$ cat src/rtl/program_entry_memory.sv
// Switch-driven program loader: assembles instructions field by field
// into a small program memory, then streams it over a fetch handshake.
module program_entry_memory #(
  parameter  int OP_W    = 4,
  parameter  int REG_W   = 3,
  parameter  int IMM_W   = 8,
  parameter  int SW_W    = 8,
  parameter  int DEPTH   = 16,
  localparam int INSTR_W = OP_W + 2 * REG_W + IMM_W,
  localparam int AW      = $clog2(DEPTH),
  localparam int CW      = AW + 1
) (
  input  logic               clock,
  input  logic               reset,
  input  logic [SW_W-1:0]    switches,
  input  logic               step,
  input  logic               clear,
  input  logic               run_start,
  input  logic               fetch_ready,
  output logic               fetch_valid,
  output logic [INSTR_W-1:0] fetch_instr,
  output logic [AW-1:0]      fetch_addr,
  output logic [CW-1:0]      count,
  output logic               full,
  output logic               overflow,
  output logic [2:0]         entry_state,
  output logic               done
);

  localparam int F1 = (OP_W > REG_W) ? OP_W : REG_W;
  localparam int F2 = (F1 > IMM_W) ? F1 : IMM_W;
  localparam int XW = (F2 > SW_W) ? F2 : SW_W;

  typedef enum logic [2:0] {
    OP_E   = 3'd0,
    R1_E   = 3'd1,
    R2_E   = 3'd2,
    IMM_E  = 3'd3,
    COMMIT = 3'd4,
    RUN    = 3'd5
  } state_e;

  state_e             state_q, state_d;
  logic [OP_W-1:0]    op_q, op_d;
  logic [REG_W-1:0]   r1_q, r1_d;
  logic [REG_W-1:0]   r2_q, r2_d;
  logic [IMM_W-1:0]   imm_q, imm_d;
  logic [CW-1:0]      count_q, count_d;
  logic [AW-1:0]      ptr_q, ptr_d;
  logic               ovf_q, ovf_d;
  logic               done_q, done_d;
  logic               mem_we;
  logic [INSTR_W-1:0] mem_q [DEPTH];

  logic [XW-1:0]      sw_x;
  logic [CW-1:0]      cnt_m1;
  logic               full_w;
  logic               last;
  logic               start_ok;

  // Fields narrower than the switch bus take its LSBs; wider ones zero-extend.
  assign sw_x     = XW'(switches);
  assign full_w   = (count_q == CW'(DEPTH));
  assign cnt_m1   = count_q - 1'b1;
  assign last     = ({1'b0, ptr_q} == cnt_m1);
  assign start_ok = run_start && (count_q != '0);

  always_ff @(posedge clock) begin
    if (reset) begin
      state_q <= OP_E;
      op_q    <= '0;
      r1_q    <= '0;
      r2_q    <= '0;
      imm_q   <= '0;
      count_q <= '0;
      ptr_q   <= '0;
      ovf_q   <= 1'b0;
      done_q  <= 1'b0;
    end else begin
      state_q <= state_d;
      op_q    <= op_d;
      r1_q    <= r1_d;
      r2_q    <= r2_d;
      imm_q   <= imm_d;
      count_q <= count_d;
      ptr_q   <= ptr_d;
      ovf_q   <= ovf_d;
      done_q  <= done_d;
    end
  end

  always_ff @(posedge clock) begin
    if (mem_we) mem_q[count_q[AW-1:0]] <= {op_q, r1_q, r2_q, imm_q};
  end

  always_comb begin
    state_d = state_q;
    if (clear) begin
      state_d = OP_E;
    end else begin
      unique case (state_q)
        OP_E: begin
          if (start_ok)  state_d = RUN;
          else if (step) state_d = R1_E;
        end
        R1_E:    if (step) state_d = R2_E;
        R2_E:    if (step) state_d = IMM_E;
        IMM_E:   if (step) state_d = COMMIT;
        COMMIT:  state_d = OP_E;
        RUN:     if (fetch_ready && last) state_d = OP_E;
        default: state_d = OP_E;
      endcase
    end
  end

  always_comb begin
    op_d    = op_q;
    r1_d    = r1_q;
    r2_d    = r2_q;
    imm_d   = imm_q;
    count_d = count_q;
    ptr_d   = ptr_q;
    ovf_d   = ovf_q;
    done_d  = 1'b0;
    mem_we  = 1'b0;
    if (clear) begin
      op_d    = '0;
      r1_d    = '0;
      r2_d    = '0;
      imm_d   = '0;
      count_d = '0;
      ptr_d   = '0;
      ovf_d   = 1'b0;
    end else begin
      unique case (state_q)
        OP_E: begin
          if (start_ok)  ptr_d = '0;
          else if (step) op_d = sw_x[OP_W-1:0];
        end
        R1_E:  if (step) r1_d = sw_x[REG_W-1:0];
        R2_E:  if (step) r2_d = sw_x[REG_W-1:0];
        IMM_E: if (step) imm_d = sw_x[IMM_W-1:0];
        COMMIT: begin
          if (full_w) begin
            ovf_d = 1'b1;
          end else begin
            mem_we  = 1'b1;
            count_d = count_q + 1'b1;
          end
        end
        RUN: begin
          if (fetch_ready) begin
            if (last) done_d = 1'b1;
            else      ptr_d  = ptr_q + 1'b1;
          end
        end
        default: ;
      endcase
    end
  end

  // Memory is only visible while a word is actually being presented.
  always_comb begin
    fetch_valid = (state_q == RUN);
    fetch_instr = fetch_valid ? mem_q[ptr_q] : '0;
    fetch_addr  = fetch_valid ? ptr_q : '0;
    count       = count_q;
    full        = full_w;
    overflow    = ovf_q;
    entry_state = state_q;
    done        = done_q;
  end

endmodule

$ cat config.mk
export PLATFORM = sky130hd
export DESIGN_NAME = program_entry_memory
export DESIGN_NICKNAME = d
export VERILOG_FILES = /design/src/rtl/program_entry_memory.sv
export SDC_FILE = /design/constraint.sdc
export NUM_CORES = 1
export LEC_CHECK = 0
export CAP_MARGIN = 10
export CORE_UTILIZATION = 43
export DETAILED_ROUTE_END_ITERATION = 8
export GPL_TIMING_DRIVEN = 0
export PLACE_DENSITY = 0.7
export SKIP_CTS_REPAIR_TIMING = 1
export SLEW_MARGIN = 10
export SYNTH_ARGS = -nofsm -noshare
export SYNTH_HDL_FRONTEND = slang
export SYNTH_SLANG_ARGS = --single-unit
export TNS_END_PERCENT = 30
$ cat constraint.sdc
create_clock -name clock -period 4.62 [get_ports clock]
set_input_delay 0.462 -clock clock [delete_from_list [all_inputs] [get_ports clock]]
set_output_delay 0.462 -clock clock [all_outputs]
set_load 0.01 [all_outputs]
# Word level (Yosys, flattened, before mapping)
# Memory sizes are Yosys's and may differ from the RTL's. A register that Yosys moved wholly into a read port is not among the register bits.
# Cells that the tools add are included.
[word_totals]
elab_cells = 68
output_inout_bits = 34
ram_bits = 288
ff_bits = 32
n_memories = 1
in_bits = 14
[mem_list]
columns = ["name", "depth", "word_bits", "rd", "rd_clocked_by_memory_dff", "write_ports", "line", "rtl"]
rows = [
  ["mem_q", 16, 18, 1, 1, 1, "53", "logic [INSTR_W-1:0] mem_q [DEPTH];"],
]
[classes]
n_reduce_logical = 15
eq_ne = 15
bitwise_logic = 4
addsub = 3
n_mux = 21
[op_table]
columns = ["op", "count"]
rows = [
  ["two-way mux 4 bit", 6],
  ["two-way mux 18 bit", 1],
  ["two-way mux 3 bit", 6],
  ["case mux 3 bit (5 select lines)", 1],
  ["!= test 2 bit (second input constant)", 6],
  ["AND reduction 2 bit", 5],
  ["case mux 4 bit (2 select lines)", 1],
  ["equality test 3 x 2 -> 1 bit (second input constant)", 2],
  ["equality test 3 bit (second input constant)", 2],
  ["two-way mux 1 bit", 6],
  ["adder 5 x 1 -> 5 bit (second input constant)", 1],
  ["equality test 4 x 5 -> 1 bit", 1],
  ["equality test 5 bit (second input constant)", 1],
  ["AND reduction 5 bit", 1],
  ["nonzero test 5 bit", 1],
  ["subtractor 5 x 1 -> 5 bit (second input constant)", 1],
  ["adder 4 x 1 -> 4 bit (second input constant)", 1],
  ["inverter 1 bit", 4],
  ["AND reduction 4 bit", 1],
  ["OR reduction 4 bit", 1],
  ["equality test 3 x 1 -> 1 bit (second input constant)", 1],
  ["zero test 3 bit", 1],
  ["!= test 3 bit (second input constant)", 1],
  ["AND reduction 3 bit", 1],
  ["other kinds (4)", 5],
]

# Logic depth before layout (Yosys ltp)
[logic_depth]
depth_word = 7
mapped_depth = 8
mapped_depth_nobuf = 7

# Worst setup path after synthesis
# OpenSTA, ideal clock, no wires.
[synth_timing]
path_kind = "flip-flop to flip-flop"
startpoint = "reg count_q[0] (netlist: count[0])"
endpoint = "mem mem_q[0][0] (netlist bit), enable pin"
required_time_ps = 4204
slack_ps = 1092
path_buffers = 1
synth_period_minus_slack_ps = 3528
setup_ps = 416
stages_incl_launch_ff = 9
arrival_time_ps = 3112
cell_sequence = "dfxtp_1 -> inv_1 -> ha_1 -> and4bb_1 -> and3b_1 -> buf_2 -> nor2b_1 -> nand2_1 -> nor3_1"
[synth_via]
elab_chain_len = 6
[synth_lines]
columns = ["item", "line", "rtl"]
rows = [
  ["start, declared", "48", "logic [CW-1:0] count_q, count_d;"],
  ["start signal, assigned", "85", "count_q <= count_d;"],
  ["equality test 5 bit", "63", "assign full_w = (count_q == CW'(DEPTH));"],
  ["net full", "24", "output logic full,"],
  ["two-way mux 1 bit", "144", "if (full_w) begin"],
  ["two-way mux 1 bit", "135", "unique case (state_q)"],
  ["two-way mux 1 bit", "126", "if (clear) begin"],
  ["two-way mux 1 bit", "93", "if (mem_we) mem_q[count_q[AW-1:0]] <= {op_q, r1_q, r2_q, imm_q};"],
  ["two-way mux 1 bit (implied by the code)", "93", ""],
  ["end, declared", "53", ""],
]
# The timed path passes the listed nets, and every way through them passes these cells.

==> metrics <==
largest net degree at the start of global routing 19; fin crit period 3.952 ns; Yosys Warn Count 0; main flop type after synthesis edfxtp_1; via/cell ratio 5.552; Syn Area/Cell 20.29 µm²; area of the die 30090 µm²; post-route clock skew 0.01141 ns; Pleak 4.803 nW; global route overflow 0; drc violations 0; # placed instances 1070; worst path cell trace clkbuf_1 > buf_1 > mux4_2 > mux4_2 > and2_1 > clkdlybuf4s50_1; CP peak stage delay 0.73 ns; CTS tree built; launching point of the worst reg2reg path count[0]; fmax 0.2530 GHz; GR peak layer met2; htree depth 1; Syn Nets 642; Post-Layout Cell Count 1128; clock sinks 324; drt wl/cell 24.26 µm; count of cell types in the netlist 46; RSZ-0062 raised after global routing no; final wirelength 27360 µm; met2 global-route usage 31.81%; Core Util, Final 51.45%; met3 global-route usage 3.092%; # diodes 0; Setup TNS 0 ns; routability cong. 0.8288; largest family of logic cells by synthesized area multiplexers; peak supply drop 0.0002637 V; share of cells above drive strength 1 24.87%; GR Util met1 24.31%; post-synthesis sequential area ratio 74.12%; post-route design area 14810 µm²; Slowest cell on crit path buf_1; cell count along the critical path 6; Reg2Reg Depth 10; status completed; worst hold start switches[4]; Slew @ Worst Pin 0.9128 ns; clk root buf clkbuf_16; Top Family by Delay on Critical Path buffers and inverters; Cell Pwr Density 373.3 nW/µm²; simple-gate area share of the yosys netlist 4.761%; cell row count 62; Crit. End Element output pin; TritonCTS Buffers 31; number of global-route vias before repair 6607; async set-reset flop share out of synthesis 0%; PortBufs 47; EDFF count, synth 288; Tcrit/Tclk final 85.55%; endpoints failing hold 0; fin nets 738; Area growth, synth to finish 17.14%; initial DRC count 566; post-synthesis compound-gate area fraction 1.485%; R2R Setup Slk 1.04 ns; Initial Util 43.92%; Die W 173.5 µm; clock tree buffer depth 3; Syn Inst Count 623; critical path type register to output pin; Hold Crit Class input pin to register; DR pass1 iterations 5; first-pass GRT wire length 40900 µm; max cap viols 0; Antenna Nets Post-Route 0; Final Max Slew Viols 0; post-DP HPWL 18310 µm; CP required 4.16 ns; Post-Synth Adder-Cell Area 0.4949%; WP data arrival 3.49 ns; initial antenna violation count 0; WP buf/inv 3; GRT Total Usage 18.47%; mux contribution to synthesized area 17.06%; CTS clock-pin slew for the worst setup and hold paths 0.06 ns; setup violators final 0; I/O Pins 48; area post-placement 13860 µm²; Placeable Area 28780 µm²; Die Span Y 173.5 µm; CP dominant cell by count mux4_2; Hold Crit Depth 3; Netlist Area Pre-Place 12640 µm²; xor/xnor share of the synthesized area 0.6929%; Slew HR 39.15%; startpoint types register; flops & latches, synth 324; vias 6263; worst-path maximum fanout 10; Worst-Skew Late Latency 0.55 ns; Min Hold Slack 0.4748 ns
[power breakdown]
part / internal (mW) / switching, mW
clock: 1.31 / 1.03
combinational: 0.0182 / 0.0204
sequential: 3.15 / 0.00690
[state kept, by name, indices dropped and copies added (netlist names), named ones only]
register / cells
imm_q: 8
mem_q: 288
count: 5
entry_state: 3
r1_q: 3
overflow: 1
ptr_q: 4
done: 1
r2_q: 3
op_q: 4
[Yosys cell counts (6+ instances only)]
cell type    n  area [µm²]
clkbuf_1    18       67.56
buf_4        7       52.55
nor3_1       6       30.03
edfxtp_1   288        8648
and2_1      22       137.6
nand2_1     32       120.1
mux4_2      90        2027
dfxtp_1     36       720.7
nor2_1      36       135.1
a21oi_1      9       45.04
mux2i_1     13       130.1
xnor2_1      6       52.55
[final timing paths]
check	to
setup / recovery	fetch_instr[17]
hold / removal	imm_q[4]
setup reg to reg	mem_q[3][5]
hold reg to reg	ptr_q[3]
[placed cells by master, fill, tap and decap left out, types with 3 or more instances in the layout]
master	Yosys	routed
edfxtp_1	288	288
mux4_2	90	90
clkdlybuf4s50_1	0	47
dfxtp_1	36	36
nand2_1	32	32
clkbuf_16	0	31
clkbuf_1	18	24
nor2_1	36	24
and2_1	22	22
mux2i_1	13	13
buf_4	7	9
a21oi_1	9	9
clkinv_2	0	9
nor2_2	0	8
buf_8	0	8
buf_6	1	7
xnor2_1	6	6
clkinv_1	0	6
nand2b_1	5	5
ha_1	5	5
clkbuf_8	0	5
buf_2	4	4
nor2_4	0	4
nor3_2	0	4
xor2_1	4	4
inv_1	3	3
nand3_1	3	3
[through the flow]
step,total power [mW],worst slack (ns)
floorplan,3.233,1.092
global placement,3.255,-0.5876
detailed placement,3.257,1.097
CTS,5.554,0.6521
global route,5.678,0.5716
finish,5.527,0.6676
[routing by layer]
layer / vias up / wire, µm
met1: 3272 / 11150
met3: 38 / 1700
met4: 0 / 568
li1: 2711 / -
met2: 242 / 13950
met5: - / 0
[worst reg2reg max path: cells and delay by family, from the launching register on]
| kind | cells | cell delay, ns |
|---|---|---|
| DFF | 1 | 0.50 |
| and+or+nand+nor | 5 | 1.78 |
| buffers and inverters | 4 | 0.71 |
| adders and majority gates | 1 | 0.29 |
[layout make-up]
class,count,area [µm²]
Fill cell,2208,13970
Sequential cell,324,9369
Multi-Input combinational cell,263,3167
Clock buffer,42,867.1
Timing Repair Buffer,63,673.1
Tap cell,384,480.5
Buffer,33,163.9
Clock inverter,16,76.32
Inverter,3,11.26
[kinds of logic (layout without fill, tap and decap cells)]
| group | Yosys count | count (layout) |
|---|---|---|
| buf+inv | 36 | 157 |
| compound gates | 24 | 24 |
| xor+xnor | 10 | 10 |
| mux | 103 | 103 |
| fa+ha+maj | 5 | 5 |
| flops | 324 | 324 |
| simple gates | 121 | 121 |
Power figures use the tool's default switching activity.
